**src/rtl/control_sequencer_if.sv**
```systemverilog
// Control bundle between the sequencer and the datapath: status inputs plus every
// control strobe the sequencer drives.
interface control_sequencer_if;
    logic       stop;
    logic [4:0] opcode;
    logic       CON_FF;

    logic       run;
    logic       Clear;
    logic [4:0] alu_op;
    logic       Gra, Grb, Grc, Rin, Rout, BAout;
    logic       PCout, PCin, IncPC, MARin, MDRin, MDRout, Read, Write, IRin;
    logic       Yin, Zin, Zhighout, Zlowout, HIin, LOin, HIout, LOout;
    logic       Cout, CONin, InPortout, OutPortin;

    modport master (
        input  stop, opcode, CON_FF,
        output run, Clear, alu_op, Gra, Grb, Grc, Rin, Rout, BAout,
               PCout, PCin, IncPC, MARin, MDRin, MDRout, Read, Write, IRin,
               Yin, Zin, Zhighout, Zlowout, HIin, LOin, HIout, LOout,
               Cout, CONin, InPortout, OutPortin
    );

    modport slave (
        output stop, opcode, CON_FF,
        input  run, Clear, alu_op, Gra, Grb, Grc, Rin, Rout, BAout,
               PCout, PCin, IncPC, MARin, MDRin, MDRout, Read, Write, IRin,
               Yin, Zin, Zhighout, Zlowout, HIin, LOin, HIout, LOout,
               Cout, CONin, InPortout, OutPortin
    );
endinterface

```
**src/rtl/control_sequencer.sv**
```systemverilog
// Hardwired fetch/execute control FSM for the mini CPU; one control step per clock,
// strobes decoded from the current step and the instruction class.
module control_sequencer #(
    parameter logic [4:0] OP_ADD = 5'b00011
) (
    input logic           clock,
    input logic           reset,
    control_sequencer_if.master bus
);
    localparam int unsigned OP_W = 5;

    typedef enum logic [3:0] {
        S_RESET, S_T0, S_T1, S_T2, S_T3, S_T4, S_T5, S_T6, S_T7, S_HALT
    } state_t;

    typedef enum logic [3:0] {
        C_ALU, C_IMM, C_LD, C_ST, C_LDI, C_MUL, C_NEG, C_BR,
        C_JR, C_IN, C_OUT, C_MFHI, C_MFLO, C_NOP, C_HALT
    } cls_t;

    state_t          state_q, state_d, boundary;
    logic [OP_W-1:0] op_q, eff_op;
    cls_t            cls;

    function automatic cls_t classify(input logic [OP_W-1:0] op);
        cls_t c;
        c = C_NOP;
        if (op >= 5'd3 && op <= 5'd11)       c = C_ALU;
        else if (op >= 5'd12 && op <= 5'd14) c = C_IMM;
        else begin
            case (op)
                5'b00000:          c = C_LD;
                5'b00001:          c = C_LDI;
                5'b00010:          c = C_ST;
                5'b01111, 5'b10000: c = C_MUL;
                5'b10001, 5'b10010: c = C_NEG;
                5'b10011:          c = C_BR;
                5'b10100:          c = C_JR;
                5'b10110:          c = C_IN;
                5'b10111:          c = C_OUT;
                5'b11000:          c = C_MFHI;
                5'b11001:          c = C_MFLO;
                5'b11011:          c = C_HALT;
                default:           c = C_NOP;
            endcase
        end
        return c;
    endfunction

    // The IR only holds the new opcode from T3 on, so T3 decodes it live and latches it.
    assign eff_op   = (state_q == S_T3) ? bus.opcode : op_q;
    assign cls      = classify(eff_op);
    assign boundary = bus.stop ? S_HALT : S_T0;

    always_ff @(posedge clock) begin
        if (reset) begin
            state_q <= S_RESET;
            op_q    <= '0;
        end else begin
            state_q <= state_d;
            if (state_q == S_T3) op_q <= bus.opcode;
        end
    end

    always_comb begin
        state_d       = state_q;
        bus.run       = (state_q != S_RESET) && (state_q != S_HALT);
        bus.Clear     = (state_q == S_RESET);
        bus.alu_op    = '0;
        bus.Gra = 1'b0; bus.Grb = 1'b0; bus.Grc = 1'b0;
        bus.Rin = 1'b0; bus.Rout = 1'b0; bus.BAout = 1'b0;
        bus.PCout = 1'b0; bus.PCin = 1'b0; bus.IncPC = 1'b0; bus.MARin = 1'b0;
        bus.MDRin = 1'b0; bus.MDRout = 1'b0; bus.Read = 1'b0; bus.Write = 1'b0;
        bus.IRin = 1'b0; bus.Yin = 1'b0; bus.Zin = 1'b0; bus.Zhighout = 1'b0;
        bus.Zlowout = 1'b0; bus.HIin = 1'b0; bus.LOin = 1'b0; bus.HIout = 1'b0;
        bus.LOout = 1'b0; bus.Cout = 1'b0; bus.CONin = 1'b0;
        bus.InPortout = 1'b0; bus.OutPortin = 1'b0;

        case (state_q)
            S_RESET: state_d = S_T0;
            S_T0: begin
                bus.PCout = 1'b1; bus.MARin = 1'b1; bus.IncPC = 1'b1; bus.Zin = 1'b1;
                state_d = S_T1;
            end
            S_T1: begin
                bus.Zlowout = 1'b1; bus.PCin = 1'b1; bus.Read = 1'b1; bus.MDRin = 1'b1;
                state_d = S_T2;
            end
            S_T2: begin
                bus.MDRout = 1'b1; bus.IRin = 1'b1;
                state_d = S_T3;
            end
            S_T3: begin
                state_d = S_T4;
                case (cls)
                    C_ALU, C_IMM: begin bus.Grb = 1'b1; bus.Rout = 1'b1; bus.Yin = 1'b1; end
                    C_LD, C_ST, C_LDI: begin bus.Grb = 1'b1; bus.BAout = 1'b1; bus.Yin = 1'b1; end
                    C_MUL: begin bus.Gra = 1'b1; bus.Rout = 1'b1; bus.Yin = 1'b1; end
                    C_NEG: begin
                        bus.Grb = 1'b1; bus.Rout = 1'b1; bus.Zin = 1'b1; bus.alu_op = eff_op;
                    end
                    C_BR: begin bus.Gra = 1'b1; bus.Rout = 1'b1; bus.CONin = 1'b1; end
                    C_JR: begin
                        bus.Gra = 1'b1; bus.Rout = 1'b1; bus.PCin = 1'b1; state_d = boundary;
                    end
                    C_IN: begin
                        bus.InPortout = 1'b1; bus.Gra = 1'b1; bus.Rin = 1'b1; state_d = boundary;
                    end
                    C_OUT: begin
                        bus.Gra = 1'b1; bus.Rout = 1'b1; bus.OutPortin = 1'b1; state_d = boundary;
                    end
                    C_MFHI: begin
                        bus.HIout = 1'b1; bus.Gra = 1'b1; bus.Rin = 1'b1; state_d = boundary;
                    end
                    C_MFLO: begin
                        bus.LOout = 1'b1; bus.Gra = 1'b1; bus.Rin = 1'b1; state_d = boundary;
                    end
                    C_HALT:  state_d = S_HALT;
                    default: state_d = boundary;
                endcase
            end
            S_T4: begin
                state_d = S_T5;
                case (cls)
                    C_ALU: begin
                        bus.Grc = 1'b1; bus.Rout = 1'b1; bus.Zin = 1'b1; bus.alu_op = eff_op;
                    end
                    C_IMM: begin bus.Cout = 1'b1; bus.Zin = 1'b1; bus.alu_op = eff_op; end
                    C_LD, C_ST, C_LDI: begin bus.Cout = 1'b1; bus.Zin = 1'b1; bus.alu_op = OP_ADD; end
                    C_MUL: begin
                        bus.Grb = 1'b1; bus.Rout = 1'b1; bus.Zin = 1'b1; bus.alu_op = eff_op;
                    end
                    C_NEG: begin
                        bus.Zlowout = 1'b1; bus.Gra = 1'b1; bus.Rin = 1'b1; state_d = boundary;
                    end
                    C_BR:    begin bus.PCout = 1'b1; bus.Yin = 1'b1; end
                    default: state_d = boundary;
                endcase
            end
            S_T5: begin
                state_d = S_T6;
                case (cls)
                    C_ALU, C_IMM, C_LDI: begin
                        bus.Zlowout = 1'b1; bus.Gra = 1'b1; bus.Rin = 1'b1; state_d = boundary;
                    end
                    C_LD, C_ST: begin bus.Zlowout = 1'b1; bus.MARin = 1'b1; end
                    C_MUL:      begin bus.Zlowout = 1'b1; bus.LOin = 1'b1; end
                    C_BR:       begin bus.Cout = 1'b1; bus.Zin = 1'b1; bus.alu_op = OP_ADD; end
                    default:    state_d = boundary;
                endcase
            end
            S_T6: begin
                state_d = S_T7;
                case (cls)
                    C_LD: begin bus.Read = 1'b1; bus.MDRin = 1'b1; end
                    C_ST: begin bus.Gra = 1'b1; bus.Rout = 1'b1; bus.MDRin = 1'b1; end
                    C_MUL: begin bus.Zhighout = 1'b1; bus.HIin = 1'b1; state_d = boundary; end
                    // Branch commit is the one strobe that follows an input directly.
                    C_BR: begin bus.Zlowout = 1'b1; bus.PCin = bus.CON_FF; state_d = boundary; end
                    default: state_d = boundary;
                endcase
            end
            S_T7: begin
                state_d = boundary;
                case (cls)
                    C_LD:    begin bus.MDRout = 1'b1; bus.Gra = 1'b1; bus.Rin = 1'b1; end
                    C_ST:    bus.Write = 1'b1;
                    default: ;
                endcase
            end
            S_HALT:  state_d = S_HALT;
            default: state_d = S_RESET;
        endcase
    end
endmodule

```
**src/flat_wrapper.sv**
```systemverilog
// flat-port wrapper written by rule: the top's interface ports become plain ports
module control_sequencer_flat 
#(
    parameter logic [4:0] OP_ADD = 5'b00011
)
  (clock, reset, bus_stop, bus_opcode, bus_CON_FF, bus_run, bus_Clear, bus_alu_op, bus_Gra, bus_Grb, bus_Grc, bus_Rin, bus_Rout, bus_BAout, bus_PCout, bus_PCin, bus_IncPC, bus_MARin, bus_MDRin, bus_MDRout, bus_Read, bus_Write, bus_IRin, bus_Yin, bus_Zin, bus_Zhighout, bus_Zlowout, bus_HIin, bus_LOin, bus_HIout, bus_LOout, bus_Cout, bus_CONin, bus_InPortout, bus_OutPortin);
  control_sequencer_if bus_i ();
  input logic clock;
  input logic reset;
  input wire logic [$bits(bus_i.stop)-1:0] bus_stop;
  input wire logic [$bits(bus_i.opcode)-1:0] bus_opcode;
  input wire logic [$bits(bus_i.CON_FF)-1:0] bus_CON_FF;
  output wire logic [$bits(bus_i.run)-1:0] bus_run;
  output wire logic [$bits(bus_i.Clear)-1:0] bus_Clear;
  output wire logic [$bits(bus_i.alu_op)-1:0] bus_alu_op;
  output wire logic [$bits(bus_i.Gra)-1:0] bus_Gra;
  output wire logic [$bits(bus_i.Grb)-1:0] bus_Grb;
  output wire logic [$bits(bus_i.Grc)-1:0] bus_Grc;
  output wire logic [$bits(bus_i.Rin)-1:0] bus_Rin;
  output wire logic [$bits(bus_i.Rout)-1:0] bus_Rout;
  output wire logic [$bits(bus_i.BAout)-1:0] bus_BAout;
  output wire logic [$bits(bus_i.PCout)-1:0] bus_PCout;
  output wire logic [$bits(bus_i.PCin)-1:0] bus_PCin;
  output wire logic [$bits(bus_i.IncPC)-1:0] bus_IncPC;
  output wire logic [$bits(bus_i.MARin)-1:0] bus_MARin;
  output wire logic [$bits(bus_i.MDRin)-1:0] bus_MDRin;
  output wire logic [$bits(bus_i.MDRout)-1:0] bus_MDRout;
  output wire logic [$bits(bus_i.Read)-1:0] bus_Read;
  output wire logic [$bits(bus_i.Write)-1:0] bus_Write;
  output wire logic [$bits(bus_i.IRin)-1:0] bus_IRin;
  output wire logic [$bits(bus_i.Yin)-1:0] bus_Yin;
  output wire logic [$bits(bus_i.Zin)-1:0] bus_Zin;
  output wire logic [$bits(bus_i.Zhighout)-1:0] bus_Zhighout;
  output wire logic [$bits(bus_i.Zlowout)-1:0] bus_Zlowout;
  output wire logic [$bits(bus_i.HIin)-1:0] bus_HIin;
  output wire logic [$bits(bus_i.LOin)-1:0] bus_LOin;
  output wire logic [$bits(bus_i.HIout)-1:0] bus_HIout;
  output wire logic [$bits(bus_i.LOout)-1:0] bus_LOout;
  output wire logic [$bits(bus_i.Cout)-1:0] bus_Cout;
  output wire logic [$bits(bus_i.CONin)-1:0] bus_CONin;
  output wire logic [$bits(bus_i.InPortout)-1:0] bus_InPortout;
  output wire logic [$bits(bus_i.OutPortin)-1:0] bus_OutPortin;
  assign bus_i.stop = bus_stop;
  assign bus_i.opcode = bus_opcode;
  assign bus_i.CON_FF = bus_CON_FF;
  assign bus_run = bus_i.run;
  assign bus_Clear = bus_i.Clear;
  assign bus_alu_op = bus_i.alu_op;
  assign bus_Gra = bus_i.Gra;
  assign bus_Grb = bus_i.Grb;
  assign bus_Grc = bus_i.Grc;
  assign bus_Rin = bus_i.Rin;
  assign bus_Rout = bus_i.Rout;
  assign bus_BAout = bus_i.BAout;
  assign bus_PCout = bus_i.PCout;
  assign bus_PCin = bus_i.PCin;
  assign bus_IncPC = bus_i.IncPC;
  assign bus_MARin = bus_i.MARin;
  assign bus_MDRin = bus_i.MDRin;
  assign bus_MDRout = bus_i.MDRout;
  assign bus_Read = bus_i.Read;
  assign bus_Write = bus_i.Write;
  assign bus_IRin = bus_i.IRin;
  assign bus_Yin = bus_i.Yin;
  assign bus_Zin = bus_i.Zin;
  assign bus_Zhighout = bus_i.Zhighout;
  assign bus_Zlowout = bus_i.Zlowout;
  assign bus_HIin = bus_i.HIin;
  assign bus_LOin = bus_i.LOin;
  assign bus_HIout = bus_i.HIout;
  assign bus_LOout = bus_i.LOout;
  assign bus_Cout = bus_i.Cout;
  assign bus_CONin = bus_i.CONin;
  assign bus_InPortout = bus_i.InPortout;
  assign bus_OutPortin = bus_i.OutPortin;
  control_sequencer #(.OP_ADD(OP_ADD)) u_core (.clock(clock), .reset(reset), .bus(bus_i));
endmodule
```
**config.mk**
```make
export PLATFORM = sky130hd
export DESIGN_NAME = control_sequencer_flat
export DESIGN_NICKNAME = d
export VERILOG_FILES = /design/src/rtl/control_sequencer_if.sv /design/src/rtl/control_sequencer.sv /design/src/flat_wrapper.sv
export SDC_FILE = /design/constraint.sdc
export NUM_CORES = 1
export LEC_CHECK = 0
export BUFFER_PORTS_ARGS = -buffer_cell sky130_fd_sc_hd__buf_2
export CAP_MARGIN = 20
export CELL_PAD_IN_SITES_DETAIL_PLACEMENT = 0
export CELL_PAD_IN_SITES_GLOBAL_PLACEMENT = 1
export CORE_UTILIZATION = 40
export DETAILED_ROUTE_END_ITERATION = 7
export PLACE_DENSITY_LB_ADDON = 0.1
export SLEW_MARGIN = 5
export SYNTH_ARGS = -nofsm -noshare
export SYNTH_HDL_FRONTEND = slang
export SYNTH_SLANG_ARGS = --single-unit
```
**constraint.sdc**
```tcl
create_clock -name clock -period 10.3 [get_ports clock]
set_clock_uncertainty 0.2 [all_clocks]
set_input_delay 0.515 -clock clock [delete_from_list [all_inputs] [get_ports clock]]
set_output_delay 0.515 -clock clock [all_outputs]
set_load 0.03 [all_outputs]
```
==> results.toml <==
[status]
status = "complete, no violations"

[drt]
drtIter0Drc = 170
viasPerCell = 6.10
drc = 0
ant_nets = 0
firstDrtPassIters = 4
wire_per_inst_um = 17.3
finalWirelength_mm = 5.31
vias = 1874

[logic_synthesis]
yosysSeqAreaShare_pct = 11.3
yosysWarnings = 0
synth_seq_cells = 9
ys_top_cells_by_area = "dfxtp_1 11%, o21ai_0 6.3%, nor2_1 5.6%, nand2_1 5.2%, mux2i_1 4.4%"
yosysTopAreaCell = "dfxtp_1"
synth.distinct_cells = 70
synth-edff-count = 0
synth_area_mm2 = 0.00160
ys.flop_type = "dfxtp_1"
syn_area_per_cell_um2 = 6.98
async_flop_share_pct = 0
syn-num-nets = 239
yosysTopAreaCellShare_pct = 11.3
syn_inst = 229

[grt]
use_met3_pct = 3.13
use_met1_pct = 35.0
gr-total-overflow = 0
grt_use_total_pct = 25.3
grt_max_degree = 25
antenna_found_initial = 0
grt_pass1_vias = 1682
use_met2_pct = 43.4
busiest_layer = "met2"
grt_pass1_wl_mm = 8.52

[pwr]
power.total_mw = 0.159
peakVddDrop_mv = 0.0672
leakage_nw = 0.774
cellPowerDensity_mw_per_mm2 = 86.9

[place]
preCtsSetupSlack_ns = 5.46
io_buffers = 42
gp_congestion = 0.893
dpl.hpwl_mm = 3.89
dpl-instance-area_mm2 = 0.00179
dp_cells = 303

[clock_network]
cts.htree.levels = 1
root_buffer = "clkbuf_8"
cts_num_sinks = 9
cts_hold_buf = 0
cts_buffer_depth = 2
post_cts_buffers = 0
path_clk_slew_ns = 0.05
ctsResizeCount = 0
cts_tree = "built"
clkLatencyLatePin_ns = 0.23
cts_inserted_buffers = 3

[finish]
multi_input_area_mm2 = 0.00130
area.growth.synth_to_final_pct = 14.6
regArea_um2 = 180
fin_nets = 270
layout-drive-gt1-share_pct = 23.2
stdcell_area_mm2 = 0.00183
finalNonFillerCells = 307
n_fill_cell = 433
n_antenna_cell = 0

[worst_setup_path]
path_max_fanout = 24
cp-end-kind = "output port"
required_ns = 9.59
arrival_ns = 4.41
start_kind = "flip-flop"
crit_type = "flip-flop to output port"

[floorplan]
fp.dieArea_mm2 = 0.00425
boundaryPins = 43
row_count = 22
core_area_mm2 = 0.00374
die_w_um = 65.2
die_h_um = 65.2
start_util_pct = 42.7

[run]
maxCapViolations = 0

[sta]
fmax_mhz = 195
hold_viol_final = 0
max_slew_margin_pct = 36.4
final_max_slew_viol_count = 0
totalNegativeSetupSlack_ns = 0
min_period_ns = 5.13
rsz0062_at_grt = "false"
fin_ws_ns = 5.17
post-route-period-util_pct = 49.8
worst_pin_slew_ns = 0.953
setup_violations = 0

[min_path]
hold_path_class = "input pin to flip-flop"
[kinds of logic (layout without fill, tap and decap cells)]
kind of cell	Yosys count	after routing	synth area share, %
AOI/OAI and AO/OA	65	65	29.7
muxes	8	8	5.09
buffers and inverters	26	56	7.67
xor gates and xnor gates	4	4	2.19
and+or+nand+nor	116	116	43.3
adders and majority gates	1	1	0.782
DFF	9	9	11.3
[placed cells by master, fill, tap and decap left out, drive strengths merged, types with 2 or more instances in the layout]
cell type,synthesis,routed
o22ai,5,5
and4,2,2
nand4b,5,5
xnor2,2,2
a41oi,2,2
nor3,8,8
a21oi,8,8
a21o,3,3
o21a,2,2
nor4b,7,7
or3,3,3
or4b,2,2
clkbuf,9,4
dfxtp,9,9
inv,9,9
xor2,2,2
nand4,4,4
nand2b,5,5
a211oi,2,2
nor3b,3,3
nand2,23,23
nor2b,6,6
nor2,24,24
o21ai,21,21
nand3,8,8
mux2i,7,7
nor4,5,5
nand3b,3,3
or2,3,3
a221oi,2,2
buf,8,43
[power by group]
part / total [mW] / switching (mW) / internal (mW)
Sequential: 0.0414 / 0.00490 / 0.0365
Combinational: 0.0768 / 0.0538 / 0.0230
Clock: 0.0412 / 0.0142 / 0.0270
Total: 0.159 / 0.0729 / 0.0865
[cells in the mapped netlist, types with 3 or more instances]
cell / count
o21ai_0: 20
nand2_1: 22
inv_1: 9
nand4b_1: 5
nor4b_1: 5
o22ai_1: 4
nor2b_1: 6
mux2i_1: 7
nor4_1: 5
nand3b_1: 3
nand3_1: 6
nor3b_1: 3
a21oi_1: 8
nand4_1: 4
nor3_1: 8
dfxtp_1: 9
clkbuf_1: 9
nor2_1: 24
a21o_1: 3
nand2b_1: 5
buf_2: 5
[metrics by stage]
| stage | utilization, % | hold WS, ns |
|---|---|---|
| floorplan | - | 0.384 |
| global placement | 47.8 | 0.443 |
| detailed placement | 47.8 | 0.453 |
| CTS | 49.0 | 0.334 |
| global route | 49.0 | 0.359 |
| finish | 49.0 | 0.336 |
[sequential cells by signal, indices dropped and copies added (netlist names)]
signal and flops:
u_core.state_q 4, u_core.op_q 5
[metal layers]
metal / up-vias / wire, um
li1: 929 / -
met5: - / 0
met2: 62 / 2640
met1: 883 / 2430
met4: 0 / 0
met3: 0 / 239
[critical path: stages (launching register included)]
cell,delay (ns)
dfxtp_1,0.45
or4b_1,1.01
nand2_1,0.21
nand2_1,0.09
inv_1,0.18
ha_1,0.37
and4b_1,0.23
o21ai_0,0.17
o211a_1,0.28
nand2b_1,0.28
or4_1,0.62
nand2_1,0.10
buf_2,0.19
[worst paths after layout]
kind	from	to	slack, ns	cells past startpoint
min reg2reg	u_core.state_q[2]	u_core.state_q[0]	0.45	2
max reg2reg	u_core.state_q[0]	u_core.state_q[1]	6.13	10
max	u_core.state_q[0]	bus_MDRout	5.17	12
min	reset	u_core.op_q[2]	0.34	2
[layout make-up]
type                            count  area share (%)
Sequential cell                     9            9.83
Multi-Input combinational cell    194            70.7
Clock buffer                        4            2.46
Inverter                            9            1.84
Timing Repair Buffer               43            11.9
Tap cell                           48            3.28
No activity file was read; power rests on OpenSTA's default activity.
